--- src/rtl/frontend_tx_sw.sv ---
// frontend_tx_sw: routes four DUC I/Q streams onto two DAC frontends.
// Each DAC output is the saturated sum of the enabled channels mapped to it.
// Routing updates wait until every TX chain is idle, so a burst never sees a
// half-applied configuration.
// Optional macro FRONTEND_TX_SW_CLIP_CNT_EN adds per-DAC 16-bit clip counters.
module frontend_tx_sw #(
    parameter int BASE = 0,
    parameter int DW   = 24
) (
    input  logic                 clk,
    input  logic                 rst,
    input  logic                 set_stb,
    input  logic [7:0]           set_addr,
    input  logic [31:0]          set_data,
    input  logic signed [DW-1:0] i_0_in,
    input  logic signed [DW-1:0] i_1_in,
    input  logic signed [DW-1:0] i_2_in,
    input  logic signed [DW-1:0] i_3_in,
    input  logic signed [DW-1:0] q_0_in,
    input  logic signed [DW-1:0] q_1_in,
    input  logic signed [DW-1:0] q_2_in,
    input  logic signed [DW-1:0] q_3_in,
    input  logic                 run_0_in,
    input  logic                 run_1_in,
    input  logic                 run_2_in,
    input  logic                 run_3_in,
    output logic signed [DW-1:0] i_dac_0,
    output logic signed [DW-1:0] q_dac_0,
    output logic signed [DW-1:0] i_dac_1,
    output logic signed [DW-1:0] q_dac_1,
    output logic                 run_dac_0,
    output logic                 run_dac_1,
    output logic                 clip_0,
    output logic                 clip_1,
    output logic                 cfg_pending,
    output logic [7:0]           active_cfg
`ifdef FRONTEND_TX_SW_CLIP_CNT_EN
    ,
    output logic [15:0]          clip_cnt_0,
    output logic [15:0]          clip_cnt_1
`endif
);

    localparam logic [7:0] ADDR_CFG = 8'(BASE);
    localparam logic [7:0] ADDR_CLR = 8'(BASE + 1);

    // Sign-extend one bit for the pairwise adders.
    function automatic logic signed [DW:0] sext1(input logic signed [DW-1:0] v);
        return {v[DW-1], v};
    endfunction

    // Sign-extend one more bit for the final adder.
    function automatic logic signed [DW+1:0] sext2(input logic signed [DW:0] v);
        return {v[DW], v};
    endfunction

    // Out of range when the top three bits of the wide sum disagree.
    function automatic logic ovf(input logic signed [DW+1:0] v);
        return !((v[DW+1:DW-1] == 3'b000) || (v[DW+1:DW-1] == 3'b111));
    endfunction

    // Clamp the wide sum to the DW-bit signed range.
    function automatic logic signed [DW-1:0] sat(input logic signed [DW+1:0] v);
        if (ovf(v)) return v[DW+1] ? {1'b1, {(DW-1){1'b0}}} : {1'b0, {(DW-1){1'b1}}};
        return v[DW-1:0];
    endfunction

    logic signed [DW-1:0] i_in [4];
    logic signed [DW-1:0] q_in [4];
    logic [3:0]           run_in;
    logic [7:0]           pending_cfg;
    logic                 cfg_wr;
    logic                 clr_wr;
    logic [3:0]           route;
    logic [3:0]           en;
    logic [1:0][3:0]      map;
    logic                 unused_bits;

    logic signed [DW-1:0] x_i_p0 [2][4];
    logic signed [DW-1:0] x_q_p0 [2][4];
    logic [1:0]           run_p0;
    logic signed [DW:0]   p_i_p1 [2][2];
    logic signed [DW:0]   p_q_p1 [2][2];
    logic [1:0]           run_p1;
    logic signed [DW+1:0] sum_i [2];
    logic signed [DW+1:0] sum_q [2];
    logic [1:0]           clip_now;
    logic signed [DW-1:0] dac_i_p2 [2];
    logic signed [DW-1:0] dac_q_p2 [2];
    logic [1:0]           run_p2;
    logic [1:0]           clip;

    assign i_in[0] = i_0_in;
    assign i_in[1] = i_1_in;
    assign i_in[2] = i_2_in;
    assign i_in[3] = i_3_in;
    assign q_in[0] = q_0_in;
    assign q_in[1] = q_1_in;
    assign q_in[2] = q_2_in;
    assign q_in[3] = q_3_in;
    assign run_in  = {run_3_in, run_2_in, run_1_in, run_0_in};

    assign cfg_wr      = set_stb && (set_addr == ADDR_CFG);
    assign clr_wr      = set_stb && (set_addr == ADDR_CLR);
    assign unused_bits = ^set_data[31:8];
    assign route       = active_cfg[3:0];
    assign en          = active_cfg[7:4];
    assign map         = {en & run_in & route, en & run_in & ~route};

    // Config registers: latch writes, apply only when no write and all chains idle.
    always_ff @(posedge clk) begin
        if (rst) begin
            pending_cfg <= '0;
            cfg_pending <= 1'b0;
            active_cfg  <= '0;
        end else if (cfg_wr) begin
            pending_cfg <= set_data[7:0];
            cfg_pending <= 1'b1;
        end else if (cfg_pending && (run_in == 4'b0000)) begin
            active_cfg  <= pending_cfg;
            cfg_pending <= 1'b0;
        end
    end

    // S1: gate each channel onto the DAC it is mapped to, zero otherwise.
    always_ff @(posedge clk) begin
        if (rst) begin
            for (int d = 0; d < 2; d++) begin
                for (int k = 0; k < 4; k++) begin
                    x_i_p0[d][k] <= '0;
                    x_q_p0[d][k] <= '0;
                end
            end
            run_p0 <= '0;
        end else begin
            for (int d = 0; d < 2; d++) begin
                for (int k = 0; k < 4; k++) begin
                    x_i_p0[d][k] <= map[d][k] ? i_in[k] : '0;
                    x_q_p0[d][k] <= map[d][k] ? q_in[k] : '0;
                end
            end
            run_p0 <= {|map[1], |map[0]};
        end
    end

    // S2: pairwise sums at DW+1 bits.
    always_ff @(posedge clk) begin
        if (rst) begin
            for (int d = 0; d < 2; d++) begin
                for (int j = 0; j < 2; j++) begin
                    p_i_p1[d][j] <= '0;
                    p_q_p1[d][j] <= '0;
                end
            end
            run_p1 <= '0;
        end else begin
            for (int d = 0; d < 2; d++) begin
                for (int j = 0; j < 2; j++) begin
                    p_i_p1[d][j] <= sext1(x_i_p0[d][2*j]) + sext1(x_i_p0[d][2*j+1]);
                    p_q_p1[d][j] <= sext1(x_q_p0[d][2*j]) + sext1(x_q_p0[d][2*j+1]);
                end
            end
            run_p1 <= run_p0;
        end
    end

    // S3 combinational part: full-width sum and overflow detect per DAC.
    always_comb begin
        for (int d = 0; d < 2; d++) begin
            sum_i[d]    = sext2(p_i_p1[d][0]) + sext2(p_i_p1[d][1]);
            sum_q[d]    = sext2(p_q_p1[d][0]) + sext2(p_q_p1[d][1]);
            clip_now[d] = ovf(sum_i[d]) || ovf(sum_q[d]);
        end
    end

    // S3: saturated DAC samples and aligned run flag.
    always_ff @(posedge clk) begin
        if (rst) begin
            for (int d = 0; d < 2; d++) begin
                dac_i_p2[d] <= '0;
                dac_q_p2[d] <= '0;
            end
            run_p2 <= '0;
        end else begin
            for (int d = 0; d < 2; d++) begin
                dac_i_p2[d] <= sat(sum_i[d]);
                dac_q_p2[d] <= sat(sum_q[d]);
            end
            run_p2 <= run_p1;
        end
    end

    // Sticky clip flags; a clip in the clear cycle keeps the flag set.
    always_ff @(posedge clk) begin
        if (rst) begin
            clip <= '0;
        end else begin
            for (int d = 0; d < 2; d++) begin
                if (clip_now[d]) clip[d] <= 1'b1;
                else if (clr_wr) clip[d] <= 1'b0;
            end
        end
    end

`ifdef FRONTEND_TX_SW_CLIP_CNT_EN
    logic [15:0] clip_cnt [2];

    // Per-DAC saturating count of clipped output cycles.
    always_ff @(posedge clk) begin
        if (rst) begin
            clip_cnt[0] <= '0;
            clip_cnt[1] <= '0;
        end else begin
            for (int d = 0; d < 2; d++) begin
                if (clr_wr) clip_cnt[d] <= clip_now[d] ? 16'd1 : 16'd0;
                else if (clip_now[d] && (clip_cnt[d] != 16'hFFFF)) clip_cnt[d] <= clip_cnt[d] + 16'd1;
            end
        end
    end

    assign clip_cnt_0 = clip_cnt[0];
    assign clip_cnt_1 = clip_cnt[1];
`endif

    assign i_dac_0   = dac_i_p2[0];
    assign q_dac_0   = dac_q_p2[0];
    assign i_dac_1   = dac_i_p2[1];
    assign q_dac_1   = dac_q_p2[1];
    assign run_dac_0 = run_p2[0];
    assign run_dac_1 = run_p2[1];
    assign clip_0    = clip[0];
    assign clip_1    = clip[1];

endmodule

--- config.mk ---
export PLATFORM = sky130hd
export DESIGN_NAME = frontend_tx_sw
export DESIGN_NICKNAME = d
export VERILOG_FILES = /design/src/rtl/frontend_tx_sw.sv
export SDC_FILE = /design/constraint.sdc
export NUM_CORES = 1
export LEC_CHECK = 0
export ABC_AREA = 1
export CAP_MARGIN = 0
export CORE_AREA = 2 2 257 259
export DETAILED_ROUTE_END_ITERATION = 8
export DIE_AREA = 0 0 259 261
export DONT_BUFFER_PORTS = 1
export HOLD_SLACK_MARGIN = 0.1
export PLACE_DENSITY = 0.68
export SLEW_MARGIN = 20
export SYNTH_ARGS = -nofsm -noshare
export SYNTH_HDL_FRONTEND = slang
export SYNTH_SLANG_ARGS = --single-unit
--- constraint.sdc ---
create_clock -name clk -period 6.41 [get_ports clk]
set_clock_uncertainty 0.05 [all_clocks]
set_input_delay 1.282 -clock clk [delete_from_list [all_inputs] [get_ports clk]]
set_output_delay 1.282 -clock clk [all_outputs]
set_load 0.01 [all_outputs]
## Yosys cells after proc, flatten, opt, wreduce, memory -nomap -nowiden

Memories as Yosys holds them, arrays and structs flattened.
Index checks and enable logic that the tools add are counted.

| word-level totals | value |
|---|---|
| flip-flop bits (word level) | 25 |
| bits in writable memories | 680 |
| word-level logic and storage cells | 165 |
| memories | 6 |

| operators by class | value |
|---|---|
| $add $sub $neg | 12 |
| eq/ne operators | 5 |
| mux-type cells | 76 |
| bitwise logic cells | 33 |
| reduce and logical (&&, ||, !) cells | 25 |

Memory list:

| memory | depth | width | rd ports | clocked after memory_dff | wr ports | RTL line | RTL |
|---|---|---|---|---|---|---|---|
| x_i_p0 | 2 | 96 | 2 | 0 | 2 | 79 | `logic signed [DW-1:0] x_i_p0 [2][4];` |
| x_q_p0 | 2 | 96 | 2 | 0 | 2 | 80 | `logic signed [DW-1:0] x_q_p0 [2][4];` |
| p_i_p1 | 2 | 50 | 2 | 0 | 2 | 82 | `logic signed [DW:0] p_i_p1 [2][2];` |
| p_q_p1 | 2 | 50 | 2 | 0 | 2 | 83 | `logic signed [DW:0] p_q_p1 [2][2];` |
| dac_i_p2 | 2 | 24 | 2 | 0 | 2 | 88 | `logic signed [DW-1:0] dac_i_p2 [2];` |
| dac_q_p2 | 2 | 24 | 2 | 0 | 2 | 89 | `logic signed [DW-1:0] dac_q_p2 [2];` |

Operator list:

| operator | count |
|---|---|
| $mux W24 | 52 |
| $add A24 B24 Y25 | 8 |
| $mux W25 | 8 |
| $add A25 B25 Y26 | 4 |
| $or A1 B1 Y1 | 28 |
| $mux W1 | 16 |
| $and A4 B4 Y4 | 3 |
| $eq A3 B3 Y1 const B | 4 |
| $logic_not A3 Y1 | 4 |
| $eq A8 B1 Y1 const B | 1 |
| $logic_not A8 Y1 | 1 |
| $reduce_or A4 Y1 | 2 |
| $logic_or A1 B1 Y1 | 6 |
| $reduce_bool A2 Y1 | 3 |
| $logic_not A1 Y1 | 4 |
| $logic_not A4 Y1 | 1 |
| $not A4 Y4 | 1 |
| $logic_and A1 B1 Y1 | 3 |
| $reduce_and A2 Y1 | 1 |
| $not A1 Y1 | 1 |

## Depth between registers and ports, before layout

Gate-level depths: netlist of run 1.
An unclocked memory read counts as a cell.

| logic depth | value |
|---|---|
| depth in word-level cells | 9 |
| depth in mapped cells | 18 |
| mapped depth without buffers | 17 |

## Least setup slack after synthesis of run 1

No wires, ideal clock.

| path | value |
|---|---|
| path kind | input to register |
| start point | input run_0_in |
| end point | register active_cfg[0] |
| setup time | 0.095 ns |
| data arrival time | 2.415 ns |
| required time | 6.265 ns |
| path slack | 3.849 ns |
| stages on the path | 7 |
| cells stage by stage | inv_1 -> nand2_1 -> nor4_2 -> inv_1 -> nor2_1 -> inv_1 -> a221oi_1 |

| on the way | value |
|---|---|
| longest elaborated chain between the ends | 3 |

RTL lines:

| element | RTL line | RTL |
|---|---|---|
| from (decl) | 23 | `input logic run_0_in,` |
| $logic_not A4 Y1 | 119 | `end else if (cfg_pending && (run_in == 4'b0000)) begin` |
| $logic_and A1 B1 Y1 | 119 |  |
| $reduce_and A2 Y1 (no line) | n/a |  |
| to (signal assigned) | 120 | `active_cfg <= pending_cfg;` |
| to (decl) | 36 | `output logic [7:0] active_cfg` |

Every way passes these cells.
A chain may end at the register's enable or synchronous reset.

==> flow_metrics.py, run 1 <==
metrics = {
    "outcome": {
        "status": "completed",
    },
    "setup_path": {
        "crit_required_ns": 6.86,
        "critical_path_class": "register to register",
        "worst-path-max-fanout": 22,
        "critPathLaunchType": "register",
        "cp.arrival_ns": 3.42,
        "end_kind": "register",
    },
    "cts": {
        "cts_resized": 0,
        "cts_inserted_buffers": 75,
        "clk_latency_ns": 0.62,
        "cts_htree_levels": 3,
        "postCtsSetupBuffers": 0,
        "cts-root-buf": "clkbuf_16",
        "cts_sinks": 705,
        "postCtsHoldBufs": 0,
        "cts_tree": "done",
        "clkTransAtPathRegs_ns": 0.07,
        "cts_buffer_depth": 3,
    },
    "placed_design": {
        "io_buffers": 0,
        "dp_hpwl_um": 80780,
        "dp.cells": 5650,
        "place_congestion": 0.9537,
    },
    "synthesis": {
        "ys.flop_type": "dfxtp_1",
        "netlist_instances": 4873,
        "ys_types": 52,
        "synth_nets": 5416,
        "synth_enable_flop_cells": 0,
        "synth.avg_cell_area_um2": 7.246,
        "yosysSeqAreaShare_pct": 39.97,
        "synth_area_um2": 35310,
        "yosys_warnings": 0,
        "ys_seq_elements": 705,
        "async_flop_share_pct": 0,
    },
    "detailed_routing": {
        "drc": 0,
        "first_pass_iters": 7,
        "ant_nets": 0,
        "routed_wl_um": 103400,
        "wl_per_cell_um": 17.86,
        "via_per_inst": 5.333,
        "drtIter0Drc": 2977,
        "vias": 30860,
    },
    "layout": {
        "fin_cells": 5787,
        "nets": 5406,
        "final_common_cell": "nand2_1",
        "area_delta_synth_final_pct": 9.331,
        "final_cell_mix": "nand2_1, nor2_1, inv_1, dfxtp_1, a21oi_1",
        "drive_gt1_share_pct": 4.470,
    },
    "timing": {
        "period_share_pct": 46.22,
        "rsz0062_at_grt": "no",
        "min_period_ns": 2.963,
        "holdWs_ns": 0.3576,
        "slew_viol_final": 0,
        "finalSetupTns_ns": 0,
        "max_slew_margin_pct": 24.11,
        "fmax_ghz": 0.3375,
        "setup_viol": 0,
        "hold_violations": 0,
        "tightest_slew_ns": 1.130,
    },
    "grt": {
        "grt_max_degree": 131,
        "grt_usage_pct": 29.93,
        "antenna_found_initial": 5,
        "grt_pass1_wl_um": 158000,
        "gr-total-overflow": 0,
        "grt_pass1_vias": 28170,
    },
    "flow_run": {
        "maxCapViolCount": 0,
    },
    "floorplan": {
        "fp.dieW_um": 259,
        "rows": 94,
        "ioPinCount": 348,
        "core_um2": 65040,
        "die_y_um": 261,
        "dieArea_um2": 67600,
        "initial_utilization_pct": 54.29,
    },
    "worst_hold_path": {
        "hold_path.class": "register to register",
    },
    "pwr": {
        "p_per_area_nw_per_um2": 232.8,
        "peakVddDrop_v": 0.0002742,
        "p_total_w": 0.008988,
        "leakage_nw": 19.55,
    },
}
cell usage after synthesis (4+ instances only):
cell,number,area (um^2)
buf_1,9,33.78
nand4_1,42,262.8
nand2_1,955,3585
nor2_1,733,2751
nand3_1,149,745.7
nand2_2,13,81.33
ha_1,292,3654
a31oi_1,32,200.2
o211a_1,4,40.04
and2_1,6,37.54
nor4_1,11,68.82
o21ai_0,279,1396
a31o_2,7,61.31
inv_2,5,18.77
nand3_2,5,50.05
inv_1,719,2699
o21bai_1,15,112.6
xor2_1,47,411.6
clkbuf_1,66,247.7
a21o_1,25,187.7
dfxtp_1,705,14110
nor2_2,5,31.28
o2111ai_1,4,35.03
o211ai_1,9,67.56
o21ai_2,8,70.07
buf_6,14,157.7
xnor2_1,34,297.8
nor3_1,48,240.2
o21a_1,30,225.2
o21ai_1,7,35.03
fa_1,12,240.2
a21oi_2,23,201.4
a21oi_1,513,2567
nand3b_1,5,37.54
nand2_4,5,56.30
a221oi_1,6,52.55
a21boi_0,10,75.07
per-layer routing:
layer  GRT usage, %  up-vias  part of all wire, %
met5              0        -                0.035
met4          6.969        6                  1.8
met3          6.136      113                  8.5
met2          43.44     1071                   40
met1          45.18    14040                   49
li1               -    15630                    -
state kept, by name, indices dropped and copies added, names as in the netlist:
| name | cells |
|---|---|
| cfg_pending | 1 |
| x_q_p0 | 192 |
| p_q_p1 | 100 |
| x_i_p0 | 192 |
| clip | 2 |
| run_p0 | 2 |
| pending_cfg | 8 |
| run_p1 | 2 |
| p_i_p1 | 100 |
| active_cfg | 8 |
| dac_i_p2 | 48 |
| run_p2 | 2 |
| dac_q_p2 | 48 |
worst max-delay path: stages (launching register included):
cell	delay, ns
dfxtp_1	0.30
ha_1	0.24
fa_1	0.47
nand2_1	0.12
nand2_1	0.08
nand3_1	0.09
nand2_1	0.13
nand2_1	0.15
nand4_1	0.11
nand2_1	0.09
nand2_1	0.19
nand2_4	0.32
nand3_1	0.29
nor2_1	0.16
nor2_1	0.05
report_power, final:
part	switching, W	internal (W)
Sequential	0.000000151	0.00438
Combinational	0.0000944	0.0000213
Clock	0.00183	0.00266
worst paths after layout:
check	start	endpoint	slack, ns	depth (start not counted)
max	p_q_p1[0][0]	clip[0]	3.45	14
min	run_p1[1]	run_p2[1]	0.36	2
max reg2reg	p_q_p1[0][0]	clip[0]	3.45	14
min reg2reg	run_p1[1]	run_p2[1]	0.36	2
layout make-up:
type                    count  area, um^2
multi-input cells        3350       18050
diodes                      1       2.502
repair buffers              6       45.04
clock buffers             106        2291
fillers                  6137       26440
flip-flops and latches    705       14110
inverters                 725        2724
well taps                 864        1081
clock inverters            30       296.5
stage by stage:
step                area, um^2  worst slack, ns  util [%]
floorplan                35310            3.849         -
global placement         35990            3.036     55.34
detailed placement       35990            3.021     55.34
CTS                      38580            3.510     59.32
global route             38600            3.232     59.35
finish                   38600            3.447     59.35
cells by family (layout without fill, tap and decap cells):
kind of cell             after synthesis  after routing  share of synthesized area (%)
buffers and inverters                818            867                          9.015
adder cells (fa/ha/maj)              304            304                          11.03
flip-flops                           705            705                          39.97
AND/OR/NAND/NOR                     1989           1989                          22.78
AO/OA/AOI/OAI                        976            976                          15.20
XOR/XNOR                              81             81                          2.009
other                                  0              1                              0
No activity file was read; power rests on OpenSTA's default activity.
==> run 2: changes to the inputs <==
==> constraint.sdc (replaced) <==
create_clock -name clk -period 2.9 [get_ports clk]
set_clock_uncertainty 0.05 [all_clocks]
set_input_delay 0.58 -clock clk [delete_from_list [all_inputs] [get_ports clk]]
set_output_delay 0.58 -clock clk [all_outputs]
set_load 0.01 [all_outputs]
==> flow_metrics.py, run 2 (synthesized netlist as in run 1, its figures left out) <==
metrics = {
    "setup_path": {
        "cp.arrival_ns": 3.10,
        "end_kind": "register",
        "reg2reg_depth": 15,
        "worst-path-max-fanout": 8,
        "crit_required_ns": 3.35,
        "critical_path_class": "register to register",
        "critPathLaunchType": "register",
        "r2r_setup_slack_ns": 0.25,
    },
    "timing": {
        "rsz0062_at_grt": "no",
        "period_share_pct": 91.38,
        "fmax_ghz": 0.3773,
        "slew_viol_final": 0,
        "hold_violations": 0,
        "tightest_slew_ns": 0.7472,
        "timing.final.ws_setup_ns": 0.2499,
        "finalSetupTns_ns": 0,
        "max_slew_margin_pct": 50.02,
        "setup_viol": 0,
        "min_period_ns": 2.650,
    },
    "floorplan": {
        "fp.dieW_um": 259,
        "core_um2": 65040,
        "rows": 94,
        "initial_utilization_pct": 54.29,
        "dieArea_um2": 67600,
        "ioPinCount": 348,
        "die_y_um": 261,
    },
    "pwr": {
        "leakage_nw": 20.39,
        "peakVddDrop_v": 0.0004830,
        "p_sw_share_pct": 21.49,
        "switchingPower_w": 0.004393,
        "cellInternalPower_w": 0.01605,
        "p_seq_share_pct": 47.4,
        "comb_power_share_pct": 2.5,
        "p_per_area_nw_per_um2": 503.7,
        "p_clk_share_pct": 50.1,
    },
    "flow_run": {
        "maxCapViolCount": 0,
    },
    "placed_design": {
        "pre_cts_ws_ns": 0.2837,
        "placedInstanceArea_um2": 36220,
        "dp_hpwl_um": 82580,
        "io_buffers": 0,
        "place_congestion": 0.9498,
    },
    "grt": {
        "grt_pass1_wl_um": 167500,
        "grt_max_degree": 111,
        "antenna_found_initial": 7,
        "grt_usage_pct": 31.88,
        "grt_pass1_vias": 29580,
        "gr-total-overflow": 0,
    },
    "worst_hold_path": {
        "hold_path.class": "input port to register",
        "min_path_cells": 2,
    },
    "cts": {
        "cts_buffer_depth": 3,
        "cts_tree": "done",
        "clkTransAtPathRegs_ns": 0.06,
        "clk_latency_ns": 0.63,
        "postCtsSetupBuffers": 0,
        "cts_inserted_buffers": 75,
        "cts-root-buf": "clkbuf_16",
        "cts_htree_levels": 3,
        "cts_sinks": 705,
    },
    "layout": {
        "final_cell_mix": "nand2_1, nor2_1, inv_1, dfxtp_1, a21oi_1",
        "area_delta_synth_final_pct": 14.92,
        "final_common_cell": "nand2_1",
        "nets": 5596,
        "drive_gt1_share_pct": 4.735,
        "largestRegisters": "x_i_p0 (192), x_q_p0 (192)",
        "nFillCells": 5855,
        "fin_area_um2": 40580,
    },
    "detailed_routing": {
        "via_per_inst": 5.390,
        "routed_wl_um": 110500,
        "first_pass_iters": 6,
        "drtIter0Drc": 3057,
        "ant_nets": 0,
        "wl_per_cell_um": 18.48,
        "vias": 32230,
        "drc": 0,
    },
    "outcome": {
        "status": "completed",
    },
}
## run 2: cell types whose count changed in the layout (fill, tap and decap cells not counted), moves of 4 or more
cell           before  now
clkinvlp_4          8    4
buf_4               6   23
clkbuf_8           17   11
nand2_4             9    5
dlygate4sd3_1       0  167
inv_6               2    7
bufinv_16           4   11
nand2_2            16   20
buf_12              0    5
clkbuf_16          81   77
## run 2: critical path, cell delays in order, from the launching register on
cell     delay (ns)
dfxtp_1        0.30
ha_1           0.23
fa_1           0.47
nand2_1        0.09
nand3_1        0.10
nand3_1        0.08
nand2_1        0.15
nand2_1        0.12
nand3_1        0.08
nand2_1        0.07
nand2_1        0.06
nand2_1        0.07
nand2_2        0.14
nand2_2        0.24
buf_4          0.21
o21ai_2        0.06
## run 2: cell type report
| class | count | area (um^2) | area share [%] |
|---|---|---|---|
| antenna | 4 | 10.01 | 0.02467 |
| clock buffer | 96 | 2108 | 5.196 |
| clock inverter | 39 | 536.8 | 1.323 |
| inverter | 725 | 2726 | 6.719 |
| multi-input combinational | 3350 | 18030 | 44.43 |
| sequential | 705 | 14110 | 34.78 |
| tap | 864 | 1081 | 2.664 |
| timing repair buffer | 196 | 1972 | 4.860 |
## run 2: through the flow
stage	util, %	hold slack (ns)	total power (W)	cells
after floorplan	-	0.3383	0.01007	4873
after global placement	55.69	0.3395	0.01017	5672
after detailed placement	55.69	0.3460	0.01016	5672
after CTS	62.35	0.1010	0.02052	5974
after global routing	62.38	0.1028	0.02099	5978
final	62.39	0.1141	0.02044	5979
## run 2: path summary, 6_finish.rpt
check / startpoint / endpoint
max: p_i_p1[1][0] / dac_i_p2[0][27]
min reg2reg: run_p0[1] / run_p1[1]
min: q_0_in[21] / x_q_p0[1][93]
max reg2reg: p_i_p1[1][0] / dac_i_p2[0][27]
## run 2: per-layer routing
| metal | vias to the layer above | global-route usage [%] | part of all wire, % |
|---|---|---|---|
| met5 | - | 0 | 0.024 |
| met4 | 4 | 8.992 | 2.5 |
| met3 | 194 | 5.817 | 8.5 |
| met2 | 1309 | 45.91 | 40 |
| met1 | 14680 | 48.28 | 49 |
| li1 | 16040 | - | - |
## run 2: power by group through the flow
| stage | registers, W | logic (W) | clock network, W |
|---|---|---|---|
| 5_1_grt | 0.00968 | 0.000537 | 0.0108 |
| 6_report | 0.00968 | 0.000512 | 0.0102 |
| 3_3_place_gp | 0.00990 | 0.000267 | 0 |
| 2_1_floorplan | 0.00990 | 0.000174 | 0 |
| 3_5_place_dp | 0.00990 | 0.000263 | 0 |
| 4_1_cts | 0.00968 | 0.000484 | 0.0103 |
## run 2: timing repair
item / 4_1_cts / 5_1_grt
endpoints found under the hold margin: 399 / 1
hold buffers: 167 / 1
gates resized for setup: 0 / 1
endpoints found under the setup margin: 0 / 4
